$ cat src/rtl/riscv_ctrl_pkg.sv
// rtl/riscv_ctrl_pkg.sv - states, opcodes and select encodings for the multicycle controller
// Optional TRAP state is present only when ILLEGAL_TRAP_EN is defined.
package riscv_ctrl_pkg;

    typedef enum logic [3:0] {
        S_FETCH,
        S_DECODE,
        S_MEMADR,
        S_MEMREAD,
        S_MEMWB,
        S_MEMWRITE,
        S_EXECUTER,
        S_EXECUTEI,
        S_ALUWB,
        S_JAL,
        S_BEQ
`ifdef ILLEGAL_TRAP_EN
        , S_TRAP
`endif
    } state_t;

    localparam logic [6:0] OP_LW  = 7'b0000011;
    localparam logic [6:0] OP_SW  = 7'b0100011;
    localparam logic [6:0] OP_R   = 7'b0110011;
    localparam logic [6:0] OP_I   = 7'b0010011;
    localparam logic [6:0] OP_JAL = 7'b1101111;
    localparam logic [6:0] OP_BEQ = 7'b1100011;

    localparam logic [1:0] ALUOP_ADD   = 2'b00;
    localparam logic [1:0] ALUOP_SUB   = 2'b01;
    localparam logic [1:0] ALUOP_FUNCT = 2'b10;

    localparam logic [1:0] RES_ALUOUT    = 2'b00;
    localparam logic [1:0] RES_DATA      = 2'b01;
    localparam logic [1:0] RES_ALURESULT = 2'b10;

    localparam logic [1:0] SRCA_PC    = 2'b00;
    localparam logic [1:0] SRCA_OLDPC = 2'b01;
    localparam logic [1:0] SRCA_RS1   = 2'b10;

    localparam logic [1:0] SRCB_RS2  = 2'b00;
    localparam logic [1:0] SRCB_IMM  = 2'b01;
    localparam logic [1:0] SRCB_FOUR = 2'b10;

    localparam logic [1:0] IMM_I = 2'b00;
    localparam logic [1:0] IMM_S = 2'b01;
    localparam logic [1:0] IMM_B = 2'b10;
    localparam logic [1:0] IMM_J = 2'b11;

    localparam logic [2:0] ALU_ADD = 3'b000;
    localparam logic [2:0] ALU_SUB = 3'b001;
    localparam logic [2:0] ALU_AND = 3'b010;
    localparam logic [2:0] ALU_OR  = 3'b011;
    localparam logic [2:0] ALU_SLT = 3'b101;

    function automatic logic [1:0] imm_for_op(input logic [6:0] op);
        case (op)
            OP_SW:   return IMM_S;
            OP_BEQ:  return IMM_B;
            OP_JAL:  return IMM_J;
            default: return IMM_I;
        endcase
    endfunction

endpackage

$ cat src/rtl/alu_decoder.sv
// rtl/alu_decoder.sv - maps aluop and instruction function fields to the ALU operation
module alu_decoder
    import riscv_ctrl_pkg::*;
(
    input  logic [1:0] aluop,
    input  logic [2:0] funct3,
    input  logic       funct7b5,
    input  logic       op5,
    output logic [2:0] alucontrol
);

    always_comb begin
        alucontrol = ALU_ADD;
        case (aluop)
            ALUOP_SUB: alucontrol = ALU_SUB;
            ALUOP_FUNCT: begin
                case (funct3)
                    // only R-type (op[5]=1) can encode sub; addi ignores instr[30]
                    3'b000:  alucontrol = (funct7b5 & op5) ? ALU_SUB : ALU_ADD;
                    3'b010:  alucontrol = ALU_SLT;
                    3'b110:  alucontrol = ALU_OR;
                    3'b111:  alucontrol = ALU_AND;
                    default: alucontrol = ALU_ADD;
                endcase
            end
            default: alucontrol = ALU_ADD;
        endcase
    end

endmodule

$ cat src/rtl/multicycle_controller.sv
// rtl/multicycle_controller.sv - multicycle RISC-V control FSM with retired-instruction counter
// Define ILLEGAL_TRAP_EN to park illegal opcodes in a TRAP state instead of treating them as NOPs.
module multicycle_controller
    import riscv_ctrl_pkg::*;
(
    input  logic        clk,
    input  logic        reset,
    input  logic [6:0]  op,
    input  logic [2:0]  funct3,
    input  logic        funct7b5,
    input  logic        zero,
    output logic        pcwrite,
    output logic        adrsrc,
    output logic        memwrite,
    output logic        irwrite,
    output logic        regwrite,
    output logic [1:0]  resultsrc,
    output logic [1:0]  alusrca,
    output logic [1:0]  alusrcb,
    output logic [1:0]  immsrc,
    output logic [2:0]  alucontrol,
    output logic [31:0] instret,
    output logic        illegal
);

    state_t     state, next_state;
    logic       pcupdate, branch, retire;
    logic       ir_en, reg_en, mem_en;
    logic [1:0] aluop;

    always_ff @(posedge clk or posedge reset) begin
        if (reset) begin
            state   <= S_FETCH;
            instret <= '0;
        end else begin
            state <= next_state;
            if (retire)
                instret <= instret + 32'd1;
        end
    end

    always_comb begin
        next_state = S_FETCH;
        retire     = 1'b0;
        pcupdate   = 1'b0;
        branch     = 1'b0;
        ir_en      = 1'b0;
        reg_en     = 1'b0;
        mem_en     = 1'b0;
        adrsrc     = 1'b0;
        resultsrc  = RES_ALUOUT;
        alusrca    = SRCA_PC;
        alusrcb    = SRCB_RS2;
        aluop      = ALUOP_ADD;
        case (state)
            S_FETCH: begin
                next_state = S_DECODE;
                ir_en      = 1'b1;
                pcupdate   = 1'b1;
                alusrcb    = SRCB_FOUR;
                resultsrc  = RES_ALURESULT;
            end
            S_DECODE: begin
                alusrca = SRCA_OLDPC;
                alusrcb = SRCB_IMM;
                case (op)
                    OP_LW, OP_SW: next_state = S_MEMADR;
                    OP_R:         next_state = S_EXECUTER;
                    OP_I:         next_state = S_EXECUTEI;
                    OP_JAL:       next_state = S_JAL;
                    OP_BEQ:       next_state = S_BEQ;
                    default: begin
`ifdef ILLEGAL_TRAP_EN
                        next_state = S_TRAP;
`else
                        next_state = S_FETCH;
                        retire     = 1'b1;
`endif
                    end
                endcase
            end
            S_MEMADR: begin
                next_state = (op == OP_LW) ? S_MEMREAD : S_MEMWRITE;
                alusrca    = SRCA_RS1;
                alusrcb    = SRCB_IMM;
            end
            S_MEMREAD: begin
                next_state = S_MEMWB;
                adrsrc     = 1'b1;
            end
            S_MEMWB: begin
                retire    = 1'b1;
                resultsrc = RES_DATA;
                reg_en    = 1'b1;
            end
            S_MEMWRITE: begin
                retire = 1'b1;
                adrsrc = 1'b1;
                mem_en = 1'b1;
            end
            S_EXECUTER: begin
                next_state = S_ALUWB;
                alusrca    = SRCA_RS1;
                aluop      = ALUOP_FUNCT;
            end
            S_EXECUTEI: begin
                next_state = S_ALUWB;
                alusrca    = SRCA_RS1;
                alusrcb    = SRCB_IMM;
                aluop      = ALUOP_FUNCT;
            end
            S_ALUWB: begin
                retire = 1'b1;
                reg_en = 1'b1;
            end
            S_JAL: begin
                next_state = S_ALUWB;
                alusrca    = SRCA_OLDPC;
                alusrcb    = SRCB_FOUR;
                pcupdate   = 1'b1;
            end
            S_BEQ: begin
                retire  = 1'b1;
                alusrca = SRCA_RS1;
                aluop   = ALUOP_SUB;
                branch  = 1'b1;
            end
`ifdef ILLEGAL_TRAP_EN
            S_TRAP: next_state = S_TRAP;
`endif
            default: next_state = S_FETCH;
        endcase
    end

    // write enables are held low for the whole reset pulse, not just until the next edge
    assign pcwrite  = ~reset & (pcupdate | (branch & zero));
    assign irwrite  = ~reset & ir_en;
    assign regwrite = ~reset & reg_en;
    assign memwrite = ~reset & mem_en;
    assign immsrc   = imm_for_op(op);

    alu_decoder u_alu_decoder (
        .aluop      (aluop),
        .funct3     (funct3),
        .funct7b5   (funct7b5),
        .op5        (op[5]),
        .alucontrol (alucontrol)
    );

`ifdef ILLEGAL_TRAP_EN
    always_ff @(posedge clk or posedge reset) begin
        if (reset)
            illegal <= 1'b0;
        else if (next_state == S_TRAP)
            illegal <= 1'b1;
    end
`else
    assign illegal = 1'b0;
`endif

endmodule

$ cat config.mk
export PLATFORM = sky130hd
export DESIGN_NAME = multicycle_controller
export DESIGN_NICKNAME = d
export VERILOG_FILES = /design/src/rtl/riscv_ctrl_pkg.sv /design/src/rtl/alu_decoder.sv /design/src/rtl/multicycle_controller.sv
export SDC_FILE = /design/constraint.sdc
export NUM_CORES = 1
export LEC_CHECK = 0
export CAP_MARGIN = 5
export CORE_ASPECT_RATIO = 0.75
export CORE_MARGIN = 2
export CORE_UTILIZATION = 35
export DETAILED_ROUTE_END_ITERATION = 16
export HOLD_SLACK_MARGIN = 0.03
export PLACE_DENSITY_LB_ADDON = 0.15
export SLEW_MARGIN = 20
export SYNTH_ARGS = -nofsm -noshare
export SYNTH_HDL_FRONTEND = slang
export SYNTH_SLANG_ARGS = --single-unit
$ cat constraint.sdc
create_clock -name clk -period 2.35 [get_ports clk]
set_input_delay 0.235 -clock clk [delete_from_list [all_inputs] [get_ports clk]]
set_output_delay 0.235 -clock clk [all_outputs]
set_load 0.03 [all_outputs]
==> results by group <==
Run status
  • Status: completed

Placed design
  • Place WS: 0.06402 ns
  • Placer congestion estimate: 0.8447
  • IO Port Bufs: 61
  • Area after DPL: 2955 um2
  • DPL Wire Length: 3980 um

Clock tree
  • Clock Pin Slew Worst Setup and Hold Paths: 0.08 ns
  • TritonCTS clock tree: yes
  • Setup bufs post-CTS: 0
  • Longest Clk Path Bufs: 2
  • Root cell of the clock tree: clkbuf_8
  • Number of buffers created by CTS: 5
  • Htree depth: 2
  • Count of clock tree sinks: 36
  • Post-CTS Hold Fix Bufs: 0
  • Worst skew pair latency: 0.30 ns

Route
  • First-pass DRT Iterations: 4
  • Wire length per cell: 14.21 um
  • Vias/cell: 5.077
  • Initial DRC count: 173
  • Final WL: 5358 um
  • Final ANT Viol Nets: 0
  • Via count: 1914
  • Remaining DRCs: 0

Floorplan
  • Die ar.: 6904 um2
  • IO Count: 63
  • Die height: 72.46 um
  • Core area: 5916 um2
  • Die width: 95.28 um
  • Row count: 24
  • Initial Util: 36.97%

Worst setup path
  • RR Startpoint: instret[12]
  • WS Path Type: in -> out
  • Worst r2r path cells: 5
  • Worst reg2reg endpoint: instret[30]
  • Worst Setup End Kind: output port
  • Worst Path Required: 2.12 ns
  • CP Max Fanout: 6
  • Worst setup endpoint: immsrc[0]
  • Worst Setup SP: op[3]
  • Internal reg-to-reg setup slack: 0.23 ns
  • Crit path arrival time: 2.00 ns
  • CP Launch Type: primary input

Synthesis
  • Mapped Cells: 224
  • Largest family of logic cells by synthesized area: simple AND/OR/NAND/NOR gates
  • Register bit total from synthesis: 36
  • Cell Area, Synth: 2187 um2
  • Fraction of the mapped netlist area in simple logic gates: 31.46%
  • Synth Area in Compound Gates: 6.751%
  • EDFF count, synth: 0
  • Seq/Total Area, Yosys: 41.19%
  • Syn Area/Cell: 9.764 um2
  • Post-synth ARST share: 100.0%
  • Multiplexer area fraction after synthesis: 0%
  • Synth area leader: dfrtp_1
  • XOR/XNOR share of the synthesized area: 14.02%
  • Unique masters post-synth: 42
  • Synth Area in Adders: 1.716%
  • Post-synth top area share: 41.19%
  • Ranking of synthesized cells by area: dfrtp_1, xor2_1, xnor2_1
  • Net Count, Synth: 241
  • Yosys warning total: 0
  • Ys flop type: dfrtp_1

Timing
  • Fin worst setup slack: 0.1160 ns
  • Final Max Slew Viols: 0
  • Max_slew headroom: 60.53%
  • Clk_skew: 0.003669 ns
  • # setup viols final: 0
  • RSZ-0062 raised after global routing: false
  • Tcrit/Tclk final: 95.06%
  • F_max: 447.6 MHz
  • Hold WS: 0.4694 ns
  • Hold Fails Final Rpt: 0
  • Final Critical Period: 2.234 ns
  • Setup tns final: 0 ns
  • Slew of the pin with the lowest slew margin: 0.5921 ns

Pwr
  • Pwr per Cell Area: 814.9 nW/um2
  • P_leak: 0.001228 uW
  • Worst vdd ir: 0.6477 mV

Finish
  • Fin area: 3072 um2
  • Most frequent cells in the layout: clkdlybuf4s50_1, dfrtp_1, nand2_1, xor2_1, buf_4
  • Commonest non-fill, non-tap cell in the layout: clkdlybuf4s50_1
  • ANT cells: 0
  • Area growth syn-to-layout: 40.45%
  • Final net count: 315
  • Layout cells sized above 1: 14.38%

GRT
  • Vias in the first global route: 1788
  • Maximum number of pins on one net before global-route repair: 37
  • Global-route wire length before repair: 8873 um
  • Total track usage: 16.91%
  • Initial antenna violation count: 0
  • Grt total ovfl: 0

Job
  • Max cap viols: 0

Worst hold path
  • Hold Path Class: in -> async
## metal layers
metal / global-route usage, % / share of wire [%]
met1: 25.64 / 53
met4: 6.280 / 1.3
met2: 23.00 / 41
met3: 4.154 / 5.1
met5: 0 / 0
## how the worst min path moves through the flow
| stage | to | slack [ns] | cells past startpoint |
|---|---|---|---|
| after floorplan | instret[0] | 0.40 | 1 |
| after global placement | instret[31] | 0.46 | 1 |
| after detailed placement | instret[31] | 0.46 | 1 |
| after CTS | instret[31] | 0.48 | 1 |
| after global routing | instret[31] | 0.50 | 1 |
| final | state[3] | 0.47 | 3 |
## flip-flops by register name, summed over array words and instances, names as in the netlist
name and count:
instret 32, state 4
## cell usage after synthesis (2+ instances only)
cell / n
nor2_1: 11
nor4_1: 4
nor3b_1: 6
buf_6: 3
a21oi_1: 6
xnor2_1: 15
nand2_1: 22
nor4_4: 3
a31oi_1: 3
and4_1: 2
buf_2: 4
or2_1: 3
nor4_2: 6
nand3_1: 14
xor2_1: 20
nor4b_1: 2
nand2b_1: 4
nand4_1: 6
dfrtp_1: 36
a211oi_1: 2
nor3_1: 18
buf_1: 3
or3_1: 2
o21ai_0: 2
inv_1: 7
and2_1: 2
ha_1: 3
## cells by family (layout without fill, tap and decap cells)
family          count (synthesis)  after routing
compound gates                 19             19
xor+xnor                       35             35
simple gates                  111            111
buf+inv                        19             94
flops                          36             36
other cells                     1              1
fa+ha+maj                       3              3
## critical path: stages
cell             delay (ns)
clkdlybuf4s50_1        0.43
or2_1                  0.31
o21a_1                 0.19
nor3_1                 0.13
clkdlybuf4s50_1        0.71
## per-stage QoR
| step | util [%] | power [uW] | std cells |
|---|---|---|---|
| floorplan | - | 1520 | 224 |
| global placement | 49.96 | 1964 | 369 |
| detailed placement | 49.96 | 1971 | 369 |
| CTS | 51.73 | 2522 | 377 |
| global route | 51.92 | 2651 | 377 |
| finish | 51.92 | 2503 | 377 |
## area by class of cell
cell class	count	area [um2]
clock buffers	5	68.82
repair buffers	79	745.7
fillers	568	2844
flip-flops and latches	36	900.9
clock inverters	3	42.54
multi-input cells	169	1190
well taps	78	97.59
inverters	7	26.28
## repair_timing
item | 4_1_cts | 5_1_grt
resized for setup | 5 | 5
endpoints found under the setup margin | 5 | 5
pin swaps | 0 | 0
## report_power, final
group | switching [uW] | leakage (uW) | total, uW | internal (uW)
logic | 677 | 0.000751 | 1130 | 454
clock network | 244 | 0.0000541 | 558 | 314
registers | 101 | 0.000423 | 814 | 714
total | 1020 | 0.00123 | 2500 | 1480
No activity file was read; power rests on OpenSTA's default activity.
